--- src/rtl/ext_mem_bridge_n.sv ---
// CPU word request to 8-bit strobe/ack pin-bus bridge: address bytes then data bytes,
// LSB first, four-phase handshake per byte, with a per-edge ack timeout that aborts.
module ext_mem_bridge_n #(
    parameter int unsigned DATA_W  = 16,
    parameter int unsigned ADDR_W  = 16,
    parameter int unsigned TIMEOUT = 255
) (
    input  logic              clk,
    input  logic              reset,
    input  logic              request,
    input  logic              request_type,
    input  logic [ADDR_W-1:0] request_address,
    input  logic [DATA_W-1:0] memory_write,
    output logic [DATA_W-1:0] data_out,
    output logic              memory_ready,
    output logic              write_complete,
    output logic              bus_error,
    output logic              busy,
    output logic [7:0]        bus_out,
    output logic [7:0]        bus_oe,
    input  logic [7:0]        bus_in,
    output logic              strobe,
    output logic [1:0]        phase,
    input  logic              ack
);

    localparam int unsigned AB    = ADDR_W / 8;
    localparam int unsigned WB    = DATA_W / 8;
    localparam int unsigned NB    = AB + WB;
    localparam int unsigned CNT_W = $clog2(NB + 1);
    localparam int unsigned TMO_W = $clog2(TIMEOUT + 1);
    localparam int unsigned PAY_W = ADDR_W + DATA_W;

    localparam logic [CNT_W-1:0] LAST_BEAT = CNT_W'(NB - 1);
    localparam logic [CNT_W-1:0] FIRST_DB  = CNT_W'(AB);
    localparam logic [TMO_W-1:0] TMO_LAST  = TMO_W'(TIMEOUT - 1);

    localparam logic [1:0] PH_ADDR  = 2'b00;
    localparam logic [1:0] PH_WDATA = 2'b01;
    localparam logic [1:0] PH_RDATA = 2'b10;
    localparam logic [1:0] PH_IDLE  = 2'b11;

    typedef enum logic [2:0] {
        S_IDLE,
        S_SETUP,
        S_STROBE,
        S_RELEASE,
        S_DONE
    } state_t;

    state_t            state_q, state_d;
    logic [CNT_W-1:0]  beat_q, beat_d, beat_nx;
    logic [TMO_W-1:0]  tmo_q, tmo_d;
    logic [ADDR_W-1:0] addr_q, addr_d;
    logic [DATA_W-1:0] wdata_q, wdata_d;
    logic              wr_q, wr_d;
    logic [DATA_W-1:0] rdata_q, rdata_d;
    logic              ack_m, ack_s;
    logic [CNT_W+2:0]  rd_sh;
    logic              go_done, abort;

    logic [DATA_W-1:0] data_out_d;
    logic              memory_ready_d, write_complete_d, bus_error_d, busy_d;
    logic [7:0]        bus_out_d, bus_oe_d;
    logic              strobe_d;
    logic [1:0]        phase_d;

    // Byte k of the {data, address} payload; address occupies the low beats.
    function automatic logic [7:0] beat_byte(input logic [CNT_W-1:0] k,
                                             input logic [PAY_W-1:0] pay);
        return 8'(pay >> {k, 3'b000});
    endfunction

    function automatic logic [1:0] beat_phase(input logic [CNT_W-1:0] k, input logic wr);
        if (k < FIRST_DB) return PH_ADDR;
        return wr ? PH_WDATA : PH_RDATA;
    endfunction

    assign beat_nx = beat_q + 1'b1;
    assign rd_sh   = {beat_q - FIRST_DB, 3'b000};

    // ack arrives from another domain
    always_ff @(posedge clk or negedge reset) begin
        if (!reset) begin
            ack_m <= 1'b0;
            ack_s <= 1'b0;
        end else begin
            ack_m <= ack;
            ack_s <= ack_m;
        end
    end

    always_ff @(posedge clk or negedge reset) begin
        if (!reset) begin
            state_q        <= S_IDLE;
            beat_q         <= '0;
            tmo_q          <= '0;
            addr_q         <= '0;
            wdata_q        <= '0;
            wr_q           <= 1'b0;
            rdata_q        <= '0;
            data_out       <= '0;
            memory_ready   <= 1'b0;
            write_complete <= 1'b0;
            bus_error      <= 1'b0;
            busy           <= 1'b0;
            bus_out        <= 8'h00;
            bus_oe         <= 8'h00;
            strobe         <= 1'b0;
            phase          <= PH_IDLE;
        end else begin
            state_q        <= state_d;
            beat_q         <= beat_d;
            tmo_q          <= tmo_d;
            addr_q         <= addr_d;
            wdata_q        <= wdata_d;
            wr_q           <= wr_d;
            rdata_q        <= rdata_d;
            data_out       <= data_out_d;
            memory_ready   <= memory_ready_d;
            write_complete <= write_complete_d;
            bus_error      <= bus_error_d;
            busy           <= busy_d;
            bus_out        <= bus_out_d;
            bus_oe         <= bus_oe_d;
            strobe         <= strobe_d;
            phase          <= phase_d;
        end
    end

    // Next state plus next values of every registered output
    always_comb begin
        state_d          = state_q;
        beat_d           = beat_q;
        tmo_d            = tmo_q;
        addr_d           = addr_q;
        wdata_d          = wdata_q;
        wr_d             = wr_q;
        rdata_d          = rdata_q;
        data_out_d       = data_out;
        memory_ready_d   = 1'b0;
        write_complete_d = 1'b0;
        bus_error_d      = 1'b0;
        busy_d           = busy;
        bus_out_d        = bus_out;
        bus_oe_d         = bus_oe;
        strobe_d         = 1'b0;
        phase_d          = phase;
        go_done          = 1'b0;
        abort            = 1'b0;

        unique case (state_q)
            S_IDLE: begin
                if (request) begin
                    addr_d    = request_address;
                    wdata_d   = memory_write;
                    wr_d      = request_type;
                    beat_d    = '0;
                    busy_d    = 1'b1;
                    bus_out_d = beat_byte('0, {memory_write, request_address});
                    bus_oe_d  = 8'hFF;
                    phase_d   = PH_ADDR;
                    state_d   = S_SETUP;
                end
            end
            S_SETUP: begin
                strobe_d = 1'b1;
                tmo_d    = '0;
                state_d  = S_STROBE;
            end
            S_STROBE: begin
                if (ack_s) begin
                    if (!wr_q && beat_q >= FIRST_DB) begin
                        rdata_d = (rdata_q & ~(DATA_W'(8'hFF) << rd_sh))
                                | (DATA_W'(bus_in) << rd_sh);
                    end
                    tmo_d   = '0;
                    state_d = S_RELEASE;
                end else if (tmo_q == TMO_LAST) begin
                    abort   = 1'b1;
                    go_done = 1'b1;
                end else begin
                    tmo_d    = tmo_q + 1'b1;
                    strobe_d = 1'b1;
                end
            end
            S_RELEASE: begin
                if (!ack_s) begin
                    if (beat_q == LAST_BEAT) begin
                        go_done = 1'b1;
                    end else begin
                        beat_d    = beat_nx;
                        bus_out_d = beat_byte(beat_nx, {wdata_q, addr_q});
                        phase_d   = beat_phase(beat_nx, wr_q);
                        bus_oe_d  = (beat_phase(beat_nx, wr_q) == PH_RDATA) ? 8'h00 : 8'hFF;
                        state_d   = S_SETUP;
                    end
                end else if (tmo_q == TMO_LAST) begin
                    abort   = 1'b1;
                    go_done = 1'b1;
                end else begin
                    tmo_d = tmo_q + 1'b1;
                end
            end
            S_DONE: begin
                busy_d  = 1'b0;
                state_d = S_IDLE;
            end
            default: state_d = S_IDLE;
        endcase

        // Completion (normal or aborted): release pins and pulse the done flags
        if (go_done) begin
            state_d          = S_DONE;
            strobe_d         = 1'b0;
            bus_oe_d         = 8'h00;
            phase_d          = PH_IDLE;
            memory_ready_d   = !wr_q;
            write_complete_d = wr_q;
            bus_error_d      = abort;
            if (!wr_q && !abort) data_out_d = rdata_q;
        end
    end

endmodule

--- config.mk ---
export PLATFORM = sky130hd
export DESIGN_NAME = ext_mem_bridge_n
export DESIGN_NICKNAME = d
export VERILOG_FILES = /design/src/rtl/ext_mem_bridge_n.sv
export SDC_FILE = /design/constraint.sdc
export NUM_CORES = 1
export LEC_CHECK = 0
export CAP_MARGIN = 15
export CORE_MARGIN = 1
export CORE_UTILIZATION = 34
export DETAILED_ROUTE_END_ITERATION = 7
export DONT_BUFFER_PORTS = 1
export GPL_TIMING_DRIVEN = 0
export PLACE_DENSITY = 0.52
export SLEW_MARGIN = 5
export SYNTH_ARGS = -nofsm -noshare
export SYNTH_HDL_FRONTEND = slang
export SYNTH_SLANG_ARGS = --single-unit
--- constraint.sdc ---
create_clock -name clk -period 2.8 [get_ports clk]
set_input_delay 0.42 -clock clk [delete_from_list [all_inputs] [get_ports clk]]
set_output_delay 0.42 -clock clk [all_outputs]
set_load 0.02 [all_outputs]
# Yosys cells after proc, flatten, opt, wreduce, memory -nomap -nowiden
# Cells that the tools add are included.
[word_totals]
reg_bits = 104
out_inout_bits = 39
wordCells = 114
[op_classes]
bitwise = 3
mux = 53
shifts = 3
eq_ne = 15
magnitude_cmp = 2
reduce_logical = 17
addsub = 3
[ops]
columns = ["op", "n"]
rows = [
  ["8-bit two-way mux", 11],
  ["8-bit case mux with 2 select lines", 2],
  ["32-bit by 6-bit right shift with 8-bit output", 1],
  ["3-bit two-way mux", 8],
  ["8-bit case mux with 3 select lines", 1],
  ["16-bit AND", 1],
  ["1-bit two-way mux", 16],
  ["2-bit two-way mux", 8],
  ["16-bit NOT", 1],
  ["16-bit bitwise OR", 1],
  ["8-bit by 6-bit << shifter with 16-bit output", 1],
  ["8-bit by 6-bit << shifter with 16-bit output (first input constant)", 1],
  ["3-bit inequality test (second input constant)", 4],
  ["3-bit case mux with 4 select lines", 1],
  ["4-bit AND reduction", 3],
  ["3-bit by 2-bit == test with 1-bit output (second input constant)", 3],
  ["8-bit by 1-bit adder with 8-bit output (second input constant)", 1],
  ["8-bit == test (second input constant)", 1],
  ["2-bit inequality test (second input constant)", 4],
  ["1-bit case mux with 2 select lines", 4],
  ["2-bit AND reduction", 4],
  ["3-bit case mux with 2 select lines", 1],
  ["3-bit nonzero test", 2],
  ["2-bit case mux with 2 select lines", 1],
  ["other kinds (12)", 15],
]

# Logic depth before layout (Yosys ltp)
# Gate-level depths: netlist of run 1.
[depth]
word_depth = 16
depth_mapped = 8

# Worst setup path after synthesis of run 1
# No wires, ideal clock.
[synth_path]
kind = "register to register"
start = "register beat_q[0]"
end = "register bus_out[6]"
setup_ns = 0.126
synth_period_minus_slack_ns = 2.074
path_slack_ns = 0.726
path_stages_with_launch = 8
arrival_time_ns = 1.948
path_buffers = 2
cell_sequence = "dfrtp_1 > buf_2 > inv_1 > ha_1 > clkbuf_1 > mux4_2 > a22oi_1 > a21oi_1"
[synth_between]
elab_chain_cells = 5
elab_cells_between_ends = 8
[synth_lines]
columns = ["item", "line_no", "text"]
rows = [
  ["from (decl)", "52", "logic [CNT_W-1:0] beat_q, beat_d, beat_nx;"],
  ["from (signal assigned)", "113", "beat_q <= beat_d;"],
  ["3-bit by 1-bit adder with 3-bit output", "79", "assign beat_nx = beat_q + 1'b1;"],
  ["32-bit by 6-bit right shift with 8-bit output", "71", "return 8'(pay >> {k, 3'b000});"],
  ["8-bit two-way mux", "189", "if (beat_q == LAST_BEAT) begin"],
  ["8-bit two-way mux", "188", "if (!ack_s) begin"],
  ["8-bit case mux with 2 select lines", "152", "unique case (state_q)"],
  ["to (signal assigned)", "124", "bus_out <= bus_out_d;"],
  ["to (decl)", "19", "output logic [7:0] bus_out,"],
]
# Parallel ways exist; a longest one is shown, timed or not. The select of a mux whose other input is x is not followed.
# A chain may end at the register's enable or synchronous reset.

# Final worst setup path of run 1
[layout_path]
start = "register beat_q[0]"
end = "register rdata_q[2]"
[layout_between]
elab_chain_cells = 5
elab_cells_between_ends = 9
[layout_lines]
columns = ["item", "line_no", "text"]
rows = [
  ["3-bit by 2-bit subtractor with 3-bit output", "80", "assign rd_sh = {beat_q - FIRST_DB, 3'b000};"],
  ["8-bit by 6-bit << shifter with 16-bit output", "174", "rdata_d = (rdata_q & ~(DATA_W'(8'hFF) << rd_sh))"],
  ["16-bit NOT", "174", ""],
  ["16-bit AND", "174", ""],
  ["16-bit bitwise OR", "175", "| (DATA_W'(bus_in) << rd_sh);"],
  ["to (signal assigned)", "118", "rdata_q <= rdata_d;"],
  ["to (decl)", "57", "logic [DATA_W-1:0] rdata_q, rdata_d;"],
]
# Parallel ways exist; a longest one is shown, timed or not.

==> reports/results.md, run 1 <==
Power and ir drop
* 0.00236 uW — Leak
* 1120 nW/um^2 — Cell Pwr Density
* 0.425 mV — largest vdd supply drop

Worst setup path
* register — type of origin of the critical path
* buffers and inverters — kind of cell adding the most delay to the critical path
* register to register — crit path kind
* 0.54 ns — crit-path max cell delay
* 2.66 ns — worst endpoint data arrival time
* 3.02 ns — WP data required
* buf_2 -> inv_1 -> ha_1 -> nand2b_1 -> a2111oi_0 -> and2_1 -> buf_4 -> mux2_2 — cell-by-cell trace of the critical path
* sky130_fd_sc_hd__a2111oi_0 — critical-path cell with the highest stage delay
* 3 — Buf+Inv Stages, Crit Path
* 10 — critical path peak fanout
* register — category of the worst setup path capture point
* 0.36 ns — flop2flop setup slack

Clock network
* 0.06 ns — post-CTS clock slew at the launch and capture registers of the worst setup and hold paths
* 2 — maximum number of buffers from clock root to sink
* 0.34 ns — insertion delay to the later sink of the worst-skew pair
* sky130_fd_sc_hd__clkbuf_16 — clock tree root driver cell
* 0 — Resized Gates After CTS
* 9 — Inserted Clock Buffers
* 3 — number of H-tree levels
* 97 — number of clock sinks seen by CTS
* yes — CTS tree

Synth
* 11.8 um^2 — post-synthesis area per instance
* 55.5% — sequential area share after synthesis
* 0 — Ys Warns
* multiplexers — combinational family with the most area after synthesis
* 0.200% — xor and xnor fraction of the mapped netlist area
* 8.34% — Synth Area in Compound Gates
* 15.4% — mux contribution to synthesized area
* sky130_fd_sc_hd__dfrtp_1 — predominant post-synthesis flop cell
* 4380 um^2 — combined area of all synthesized cells
* 97 — FF+latch count, synth
* 13.4% — simple-gate area share of the yosys netlist
* 371 — number of cells produced by synthesis
* 1.71% — Adder-Cell Fraction of Synth Area
* 100% — Async S/R FF share, synth
* 0 — Post-synth EDFFs
* 47 — number of distinct library cells after synthesis
* 422 — number of nets produced by synthesis

Floorplan
* 34.9% — starting density of the core
* 84 — num ports
* 13,300 um^2 — floorplan die area
* 116 um — chip height
* 12,600 um^2 — Core Region
* 116 um — die extent in x
* 41 — number of placement rows

Global route
* 98 — maximum number of pins on one net before global-route repair
* 2,744 — number of global-route vias before repair
* 14,900 um — first-pass GRT wire length
* 0 — initial antenna violation count
* 0 — gr ovfl total
* 14.8% — overall fraction of global-route tracks in use

Layout
* 25.3% — fraction of final layout cells sized beyond drive strength 1
* 433 — total number of nets in the final design
* 0 — number of antenna diodes
* 559 — Final Non-Filler Cells
* 13.0% — area growth from synthesis to layout
* 4950 um^2 — post-route cell area

Placed design
* 0 — port buffer count
* 0.800 — GP Congestion
* 6490 um — half-perimeter wire length after placement
* 543 — number of cells after detailed placement
* 4600 um^2 — area of placed instances

Detailed routing
* 16.8 um — DR WL/cell
* 6 — number of iterations in the first detailed-routing pass
* 0 — DRC violations left
* 9390 um — total detailed-routing wirelength
* 2,756 — number of vias in the routed layout
* 167 — DRT iter0 DRCs
* 4.93 — per-cell via count in the routed design
* 0 — final antenna-violating net count

STA
* 59.8% — worst slew slack as a fraction of its limit
* 2.44 ns — Tmin final
* 0 ns — Setup TNS
* 87.0% — fin crit share
* 0.600 ns — worst slew pin tran
* 410 MHz — Max Freq
* 0.00627 ns — Final Skew
* 5 — number of endpoints with negative hold slack in the final report
* false — setup repair after global routing missed its margin
* -0.0155 ns — Hold Worst Slack
* 0 — Final Max Slew Viols
* 0 — number of endpoints failing setup at the final stage

Run
* 0 — number of maximum-capacitance violations

Min path
* primary input to async pin — Hold Crit Class

Outcome
* negative hold slack — violations in the final reports
* finished, violations left — status

-- routing by layer --
metal | wire, um | vias to the layer above | GRT usage, %
li1 | - | 1307 | -
met1 | 4230 | 1370 | 19.6
met2 | 4370 | 69 | 22.6
met3 | 681 | 10 | 5.44
met4 | 113 | 0 | 4.68
met5 | 0 | - | 0
-- placed cells by master, fill, tap and decap left out, types with 2 or more instances in the layout --
master,instances
sky130_fd_sc_hd__dfrtp_1,95
sky130_fd_sc_hd__nand4_1,2
sky130_fd_sc_hd__o21a_1,3
sky130_fd_sc_hd__o22ai_1,4
sky130_fd_sc_hd__mux4_2,8
sky130_fd_sc_hd__buf_4,12
sky130_fd_sc_hd__nor2b_1,2
sky130_fd_sc_hd__nor4b_1,2
sky130_fd_sc_hd__nor2_1,12
sky130_fd_sc_hd__mux2_4,12
sky130_fd_sc_hd__a21oi_1,16
sky130_fd_sc_hd__clkbuf_8,2
sky130_fd_sc_hd__clkbuf_16,9
sky130_fd_sc_hd__a22o_1,4
sky130_fd_sc_hd__bufinv_16,2
sky130_fd_sc_hd__nand2_1,82
sky130_fd_sc_hd__nand2b_1,5
sky130_fd_sc_hd__ha_1,6
sky130_fd_sc_hd__o31ai_1,2
sky130_fd_sc_hd__and2_1,3
sky130_fd_sc_hd__or3_1,2
sky130_fd_sc_hd__clkinv_2,2
sky130_fd_sc_hd__inv_1,9
sky130_fd_sc_hd__buf_2,5
sky130_fd_sc_hd__buf_6,7
sky130_fd_sc_hd__a22oi_1,8
sky130_fd_sc_hd__nand3_1,5
sky130_fd_sc_hd__dfstp_2,2
sky130_fd_sc_hd__nand3b_1,3
sky130_fd_sc_hd__and3_1,2
sky130_fd_sc_hd__mux2_2,28
sky130_fd_sc_hd__o21ai_0,10
-- path summary, 6_finish.rpt --
kind,cells after the start,startpoint,to
max,8,beat_q[0],rdata_q[2]
min,1,reset,rdata_q[10]
max reg2reg,8,beat_q[0],rdata_q[2]
min reg2reg,0,ack_m,ack_s
max in group asynchronous,1,reset,phase[1]
min in group clk,0,ack,ack_m
-- cell type report --
type	count	area, um^2
Sequential cell	97	2430
Fill cell	1222	7620
Clock inverter	5	77.6
Buffer	26	201
Inverter	9	33.8
Multi-Input combinational cell	238	1710
Tap cell	172	215
Timing Repair Buffer	1	27.5
Clock buffer	11	253
-- worst reg2reg max path: stages, from the launching register on --
cell and delay [ns]:
sky130_fd_sc_hd__dfrtp_1 0.48, sky130_fd_sc_hd__buf_2 0.27, sky130_fd_sc_hd__inv_1 0.10, sky130_fd_sc_hd__ha_1 0.14, sky130_fd_sc_hd__nand2b_1 0.05, sky130_fd_sc_hd__a2111oi_0 0.54, sky130_fd_sc_hd__and2_1 0.21, sky130_fd_sc_hd__buf_4 0.18
sky130_fd_sc_hd__mux2_2 0.35
-- timing repair --
| action | CTS | global route |
|---|---|---|
| hold endpoints to repair | 97 | 0 |
| setup buffers | 0 | 0 |
| hold buffers | 1 | 0 |
| setup endpoints to repair | 0 | 2 |
-- power breakdown --
group | switching (uW) | leakage, uW | internal, uW
Combinational | 922 | 0.000953 | 861
Clock | 520 | 0.000162 | 828
Sequential | 509 | 0.00124 | 1910
-- through the flow --
step	util (%)	total power (uW)	setup WS [ns]
2_1_floorplan	-	3780	0.726
3_3_place_gp	36.6	4180	0.147
3_5_place_dp	36.6	4220	0.132
4_1_cts	39.4	5620	0.118
5_1_grt	39.4	5910	0.0453
6_report	39.4	5550	0.363
-- synthesized netlist by cell type, types with 2 or more instances --
library cell               count  area share (%)
sky130_fd_sc_hd__and3_1        2            0.29
sky130_fd_sc_hd__buf_6         7             1.8
sky130_fd_sc_hd__a21oi_1      16             1.8
sky130_fd_sc_hd__nand2b_1      5            0.71
sky130_fd_sc_hd__a22oi_1       8             1.4
sky130_fd_sc_hd__mux2_2       28             7.2
sky130_fd_sc_hd__nor4b_1       2            0.40
sky130_fd_sc_hd__o21a_1        3            0.51
sky130_fd_sc_hd__nand2_1      82             7.0
sky130_fd_sc_hd__or3_1         2            0.29
sky130_fd_sc_hd__mux4_2        8             4.1
sky130_fd_sc_hd__o21ai_0      10             1.1
sky130_fd_sc_hd__nor2b_1       2            0.29
sky130_fd_sc_hd__mux2_4       12             4.1
sky130_fd_sc_hd__nor2_1       12             1.0
sky130_fd_sc_hd__o22ai_1       4            0.57
sky130_fd_sc_hd__clkbuf_1      2            0.17
sky130_fd_sc_hd__o31ai_1       2            0.34
sky130_fd_sc_hd__nand3_1       5            0.57
sky130_fd_sc_hd__and2_1        3            0.43
sky130_fd_sc_hd__buf_2         5            0.57
sky130_fd_sc_hd__nand3b_1      3            0.51
sky130_fd_sc_hd__nand4_1       2            0.29
sky130_fd_sc_hd__dfrtp_1      95              54
sky130_fd_sc_hd__buf_4        12             2.1
sky130_fd_sc_hd__ha_1          6             1.7
sky130_fd_sc_hd__dfstp_2       2             1.2
sky130_fd_sc_hd__inv_1         9            0.77
sky130_fd_sc_hd__a22o_1        4            0.80
-- flip-flops by register name (all words and copies together) (netlist names), 2 cells and up --
register,cells
state_q,3
addr_q,16
phase,2
rdata_q,16
bus_out,8
tmo_q,8
data_out,16
wdata_q,16
beat_q,3
-- cells by family (layout without fill, tap and decap cells) --
group | after synthesis | after routing
compound gates | 55 | 55
fa+ha+maj | 6 | 6
mux | 48 | 48
buf+inv | 36 | 52
flops | 97 | 97
simple gates | 128 | 128
xor+xnor | 1 | 1
Power figures use the tool's default switching activity.
==> run 2, diff against run 1 <==
--- a/config.mk
+++ b/config.mk
@@ -7,11 +7,11 @@
 export LEC_CHECK = 0
 export CAP_MARGIN = 15
 export CORE_MARGIN = 1
-export CORE_UTILIZATION = 34
+export CORE_UTILIZATION = 40
 export DETAILED_ROUTE_END_ITERATION = 7
 export DONT_BUFFER_PORTS = 1
 export GPL_TIMING_DRIVEN = 0
-export PLACE_DENSITY = 0.52
+export PLACE_DENSITY = 0.58
 export SLEW_MARGIN = 5
 export SYNTH_ARGS = -nofsm -noshare
 export SYNTH_HDL_FRONTEND = slang
==> run 2 against run 1 <==
Effect of this change: the run now ends clean; critical path depth shrank 1; flip-flop and latch count stayed put; worst hold slack improved by 0.10 ns; wire length decreased by 3.5%; utilization is 6.5 points higher; largest cell class unchanged; global-route usage up 2.2 points; final cell count fell by 6.3%; sequential power about the same; sequential share of layout area up 1.5 points.
==> reports/results.md, run 2 (same netlist as run 1, synthesis figures left out) <==
Outcome
* finished clean — status, was finished, violations left

Power and ir drop
* 34.3% — part of the power in combinational logic, was 32.1%
* 1080 nW/um^2 — Cell Pwr Density, was 1120 nW/um^2
* 46.5% — Sequential Power Share, was 43.6%
* 3270 uW — internal cell power, was 3600 uW
* 36.9% — Switching Fraction, was 35.1%
* 0.00230 uW — Leak, was 0.00236 uW
* 19.3% — Clk pwr share, was 24.3%
* 0.406 mV — largest vdd supply drop, was 0.425 mV
* 1910 uW — net switching power of the design, was 1950 uW

STA
* 0 — number of endpoints with negative hold slack in the final report, was 5
* 380 MHz — Max Freq, was 410 MHz
* 0.636 ns — worst slew pin tran, was 0.600 ns
* 2.63 ns — Tmin final, was 2.44 ns
* 0 ns — Setup TNS, unchanged
* 0.0121 ns — Final Skew, was 0.00627 ns
* false — setup repair after global routing missed its margin, unchanged
* 57.6% — worst slew slack as a fraction of its limit, was 59.8%
* 94.1% — fin crit share, was 87.0%
* 0 — number of endpoints failing setup at the final stage, unchanged
* 0 — Final Max Slew Viols, unchanged

Floorplan
* 84 — num ports, unchanged
* 11,400 um^2 — floorplan die area, was 13,300 um^2
* 107 um — die extent in x, was 116 um
* 107 um — chip height, was 116 um
* 37 — number of placement rows, was 41
* 10,500 um^2 — Core Region, was 12,600 um^2
* 41.9% — starting density of the core, was 34.9%

Clock network
* sky130_fd_sc_hd__clkbuf_8 — clock tree root driver cell, was sky130_fd_sc_hd__clkbuf_16
* 2 — maximum number of buffers from clock root to sink, unchanged
* 0 — Resized Gates After CTS, unchanged
* 3 — number of H-tree levels, unchanged
* 0.36 ns — insertion delay to the later sink of the worst-skew pair, was 0.34 ns
* 97 — number of clock sinks seen by CTS, unchanged
* 0.10 ns — post-CTS clock slew at the launch and capture registers of the worst setup and hold paths, was 0.06 ns
* 9 — Inserted Clock Buffers, unchanged
* yes — CTS tree, unchanged

Detailed routing
* 0 — final antenna-violating net count, unchanged
* 0 — DRC violations left, unchanged
* 2,725 — number of vias in the routed layout, was 2,756
* 187 — DRT iter0 DRCs, was 167
* 17.3 um — DR WL/cell, was 16.8 um
* 4 — number of iterations in the first detailed-routing pass, was 6
* 5.20 — per-cell via count in the routed design, was 4.93
* 9060 um — total detailed-routing wirelength, was 9390 um

Global route
* 98 — maximum number of pins on one net before global-route repair, unchanged
* 14,800 um — first-pass GRT wire length, was 14,900 um
* 17.0% — overall fraction of global-route tracks in use, was 14.8%
* 2,787 — number of global-route vias before repair, was 2,744
* 0 — gr ovfl total, unchanged
* 0 — initial antenna violation count, unchanged

Worst setup path
* register to register — crit path kind, unchanged
* 10 — critical path peak fanout, unchanged
* 3.05 ns — WP data required, was 3.02 ns
* register — category of the worst setup path capture point, unchanged
* register — type of origin of the critical path, unchanged
* 2.89 ns — worst endpoint data arrival time, was 2.66 ns

Layout
* 25.0% — fraction of final layout cells sized beyond drive strength 1, was 25.3%
* 4810 um^2 — post-route cell area, was 4950 um^2
* sky130_fd_sc_hd__dfrtp_1 — most common library cell in the layout ignoring fill and taps, unchanged
* 435 — total number of nets in the final design, was 433
* 9.68% — area growth from synthesis to layout, was 13.0%
* 95 x sky130_fd_sc_hd__dfrtp_1, 82 x sky130_fd_sc_hd__nand2_1, 28 x sky130_fd_sc_hd__mux2_2, 16 x sky130_fd_sc_hd__a21oi_1 — highest-count cells in the layout ignoring fill and taps, unchanged
* 0 — number of antenna diodes, unchanged
* 1,009 — number of inserted filler cells in the final layout, was 1,222

Min path
* primary input to register — Hold Crit Class, was primary input to async pin

Placed design
* 6240 um — half-perimeter wire length after placement, was 6490 um
* 0 — port buffer count, unchanged
* 0.779 — GP Congestion, was 0.800
* 4550 um^2 — area of placed instances, was 4600 um^2

Run
* 0 — number of maximum-capacitance violations, unchanged

## run 2: cell type report
cell class / instances / area, um^2 / area share, %
multi-input combinational: 238 / 1710 / 35.6
inverter: 9 / 33.8 / 0.703
buffer: 27 / 205 / 4.27
clock inverter: 6 / 92.6 / 1.93
tap: 136 / 170 / 3.54
timing repair buffer: 2 / 37.5 / 0.781
sequential: 97 / 2430 / 50.6
clock buffer: 9 / 124 / 2.58
## run 2: layer usage
layer | up-vias | track usage (%) | wire (um)
met5 | - | 0 | 0
met4 | 0 | 8.22 | 220
met3 | 14 | 4.68 | 634
met2 | 74 | 25.3 | 4100
met1 | 1337 | 22.8 | 4110
li1 | 1300 | - | -
## run 2: what timing repair did
action                                 4_1_cts  5_1_grt
buffers inserted                             0        0
setup endpoints to repair                    0        0
endpoints found under the hold margin       97        0
hold buffers                                 2        0
## run 2: worst paths after layout
check	startpoint	end	slack (ns)	cells past startpoint
max in group asynchronous	reset	addr_q[1]	1.73	2
worst min-delay path	ack	ack_m	0.09	0
min in group asynchronous	reset	bus_oe[6]	0.67	2
worst max register to register	beat_q[0]	bus_out[3]	0.17	7
worst max-delay path	beat_q[0]	bus_out[3]	0.17	7
worst min register to register	ack_m	ack_s	0.36	0
## run 2: worst max-delay path, cell delays in order (launching register included)
cell                       delay [ns]
sky130_fd_sc_hd__dfrtp_1         0.51
sky130_fd_sc_hd__buf_2           0.34
sky130_fd_sc_hd__inv_1           0.10
sky130_fd_sc_hd__ha_1            0.32
sky130_fd_sc_hd__clkbuf_1        0.50
sky130_fd_sc_hd__mux4_2          0.40
sky130_fd_sc_hd__a22oi_1         0.25
sky130_fd_sc_hd__a21oi_1         0.10
## run 2: stage by stage
step / utilization, % / std cells / setup slack (ns) / power (uW) / hold WS [ns]
2_1_floorplan: - / 371 / 0.726 / 3780 / 0.124
3_3_place_gp: 43.5 / 507 / 0.163 / 4160 / 0.128
3_5_place_dp: 43.5 / 507 / 0.158 / 4200 / 0.129
4_1_cts: 45.9 / 524 / 0.152 / 5250 / 0.0647
5_1_grt: 45.9 / 524 / 0.00684 / 5550 / 0.0655
6_report: 45.9 / 524 / 0.165 / 5180 / 0.0878
## run 2: power groups by stage
stage / Sequential [uW] / Clock (uW) / Combinational, uW
6_report: 2410 / 999 / 1780
5_1_grt: 2490 / 1090 / 1970
4_1_cts: 2420 / 1040 / 1800
2_1_floorplan: 2320 / 0 / 1460
3_3_place_gp: 2430 / 0 / 1730
3_5_place_dp: 2450 / 0 / 1760
==> run 3, diff against run 2 <==
--- a/config.mk
+++ b/config.mk
@@ -12,7 +12,6 @@
 export DONT_BUFFER_PORTS = 1
 export GPL_TIMING_DRIVEN = 0
 export PLACE_DENSITY = 0.58
-export SLEW_MARGIN = 5
 export SYNTH_ARGS = -nofsm -noshare
 export SYNTH_HDL_FRONTEND = slang
 export SYNTH_SLANG_ARGS = --single-unit
==> constraint.sdc (replaced) <==
create_clock -name clk -period 3.1 [get_ports clk]
set_input_delay 0.465 -clock clk [delete_from_list [all_inputs] [get_ports clk]]
set_output_delay 0.465 -clock clk [all_outputs]
set_load 0.02 [all_outputs]
==> run 3 against run 2 <==
Effect of this change: die area unchanged; setup slack better by 0.30 ns; clock-buffer cell count stayed put; sequential share of layout area is 0.11 points higher.
==> reports/results.md, run 3 (same netlist as run 1, synthesis figures left out) <==
Outcome
* finished clean — status, unchanged

Layout
* 4800 um^2 — post-route cell area, was 4810 um^2
* 2430 um^2 — area of all sequential standard cells, unchanged
* 95 x sky130_fd_sc_hd__dfrtp_1, 82 x sky130_fd_sc_hd__nand2_1, 28 x sky130_fd_sc_hd__mux2_2, 16 x sky130_fd_sc_hd__a21oi_1 — highest-count cells in the layout ignoring fill and taps, unchanged
* 25.1% — fraction of final layout cells sized beyond drive strength 1, was 25.0%
* 45.8% — post-route core utilization, was 45.9%
* 9.45% — area growth from synthesis to layout, was 9.68%
* 1710 um^2 — area of combinational cells with multiple inputs, unchanged
* 523 — Final Non-Filler Cells, was 524
* 0 — number of antenna diodes, unchanged
* 434 — total number of nets in the final design, was 435
* sky130_fd_sc_hd__dfrtp_1 — most common library cell in the layout ignoring fill and taps, unchanged
* 1,010 — number of inserted filler cells in the final layout, was 1,009

Worst setup path
* register — type of origin of the critical path, unchanged
* register — category of the worst setup path capture point, unchanged
* 3.35 ns — WP data required, was 3.05 ns
* 10 — critical path peak fanout, unchanged
* register to register — crit path kind, unchanged
* 0.47 ns — flop2flop setup slack, was 0.17 ns
* 2.88 ns — worst endpoint data arrival time, was 2.89 ns

STA
* 2.63 ns — Tmin final, about the same
* 0.0121 ns — Hold Worst Slack, was 0.0878 ns
* 0.637 ns — worst slew pin tran, was 0.636 ns
* 57.6% — worst slew slack as a fraction of its limit, about the same
* 380 MHz — Max Freq, about the same
* 0 — number of endpoints failing setup at the final stage, unchanged
* 0 ns — Setup TNS, unchanged
* 84.8% — fin crit share, was 94.1%
* false — setup repair after global routing missed its margin, unchanged
* 0.0121 ns — Final Skew, about the same
* 0 — number of endpoints with negative hold slack in the final report, unchanged
* 0 — Final Max Slew Viols, unchanged

Clock network
* 1 — hold bufs inserted after CTS, was 2
* 0 — Resized Gates After CTS, unchanged
* 0.10 ns — post-CTS clock slew at the launch and capture registers of the worst setup and hold paths, about the same
* 3 — number of H-tree levels, unchanged
* 0 — Post CTS Setup Buffer Count, unchanged
* yes — CTS tree, unchanged
* 0.36 ns — insertion delay to the later sink of the worst-skew pair, about the same
* 2 — maximum number of buffers from clock root to sink, unchanged
* 97 — number of clock sinks seen by CTS, unchanged
* 9 — Inserted Clock Buffers, unchanged
* sky130_fd_sc_hd__clkbuf_8 — clock tree root driver cell, unchanged

Global route
* met2 — global-route layer with the greatest usage, unchanged
* 98 — maximum number of pins on one net before global-route repair, unchanged
* 5.05% — met3 demand-to-capacity share in global routing, was 4.68%
* 0 — gr ovfl total, unchanged
* 17.0% — overall fraction of global-route tracks in use, unchanged
* 14,800 um — first-pass GRT wire length, about the same
* 25.3% — met2 global-route usage, unchanged
* 0 — initial antenna violation count, unchanged
* 2,781 — number of global-route vias before repair, was 2,787
* 22.6% — met1 Resource Use GR, was 22.8%

Detailed routing
* 181 — DRT iter0 DRCs, was 187
* 0 — DRC violations left, unchanged
* 0 — final antenna-violating net count, unchanged
* 9070 um — total detailed-routing wirelength, was 9060 um
* 2,726 — number of vias in the routed layout, was 2,725
* 4 — number of iterations in the first detailed-routing pass, unchanged
* 5.21 — per-cell via count in the routed design, was 5.20
* 17.3 um — DR WL/cell, about the same

Floorplan
* 11,400 um^2 — floorplan die area, unchanged
* 107 um — die extent in x, unchanged
* 107 um — chip height, unchanged
* 41.9% — starting density of the core, unchanged
* 10,500 um^2 — Core Region, unchanged
* 84 — num ports, unchanged
* 37 — number of placement rows, unchanged

Power and ir drop
* 0.00230 uW — Leak, about the same
* 977 nW/um^2 — Cell Pwr Density, was 1080 nW/um^2
* 2960 uW — internal cell power, was 3270 uW
* 36.9% — Switching Fraction, about the same
* 0.367 mV — largest vdd supply drop, was 0.406 mV
* 34.3% — part of the power in combinational logic, about the same
* 46.5% — Sequential Power Share, about the same
* 19.3% — Clk pwr share, about the same
* 1730 uW — net switching power of the design, was 1910 uW

Placed design
* 4550 um^2 — area of placed instances, unchanged
* 0 — port buffer count, unchanged
* 0.779 — GP Congestion, unchanged
* 507 — number of cells after detailed placement, unchanged
* 6240 um — half-perimeter wire length after placement, unchanged

Min path
* primary input to async pin — Hold Crit Class, was primary input to register

Run
* 0 — number of maximum-capacitance violations, unchanged

-- run 3: cell count changes in the layout (fill, tap and decap cells not counted) --
| cell | delta |
|---|---|
| sky130_fd_sc_hd__dlygate4sd3_1 | -1 |
-- run 3: worst paths after layout --
path / startpoint / depth (start not counted) / to
worst max-delay path: beat_q[0] / 7 / bus_out[3]
worst min-delay path: reset / 1 / bus_oe[6]
worst max register to register: beat_q[0] / 7 / bus_out[3]
worst min register to register: ack_m / 0 / ack_s
max in group asynchronous: reset / 1 / addr_q[1]
min in group clk: ack / 0 / ack_m
-- run 3: power by group through the flow --
stage / clock, uW / combinational [uW] / sequential (uW)
after floorplan: 0 / 1310 / 2100
after global routing: 986 / 1780 / 2250
after global placement: 0 / 1560 / 2190
after detailed placement: 0 / 1590 / 2210
after CTS: 937 / 1620 / 2180
final: 903 / 1600 / 2180
-- run 3: through the flow --
| step | setup slack (ns) | total power, uW |
|---|---|---|
| after global routing | 0.307 | 5020 |
| after global placement | 0.463 | 3750 |
| final | 0.470 | 4680 |
| after CTS | 0.452 | 4740 |
| after floorplan | 1.03 | 3410 |
| after detailed placement | 0.458 | 3800 |
-- run 3: worst max-delay path: stages, from the launching register on --
cell and delay (ns):
sky130_fd_sc_hd__dfrtp_1 0.50, sky130_fd_sc_hd__buf_2 0.34, sky130_fd_sc_hd__inv_1 0.10, sky130_fd_sc_hd__ha_1 0.32, sky130_fd_sc_hd__clkbuf_1 0.50, sky130_fd_sc_hd__mux4_2 0.40, sky130_fd_sc_hd__a22oi_1 0.25, sky130_fd_sc_hd__a21oi_1 0.10
-- run 3: area by class of cell --
type	count	share of cell area [%]
Inverter	9	0.704
Timing Repair Buffer	1	0.574
Sequential cell	97	50.7
Buffer	27	4.28
Clock inverter	6	1.93
Clock buffer	9	2.58
Tap cell	136	3.55
Multi-Input combinational cell	238	35.7
-- run 3: per-layer routing --
layer  up-vias  share of wire (%)
li1       1298                  -
met1      1338                 45
met2        76                 45
met3        14                7.1
met4         0                2.5
met5         -                  0
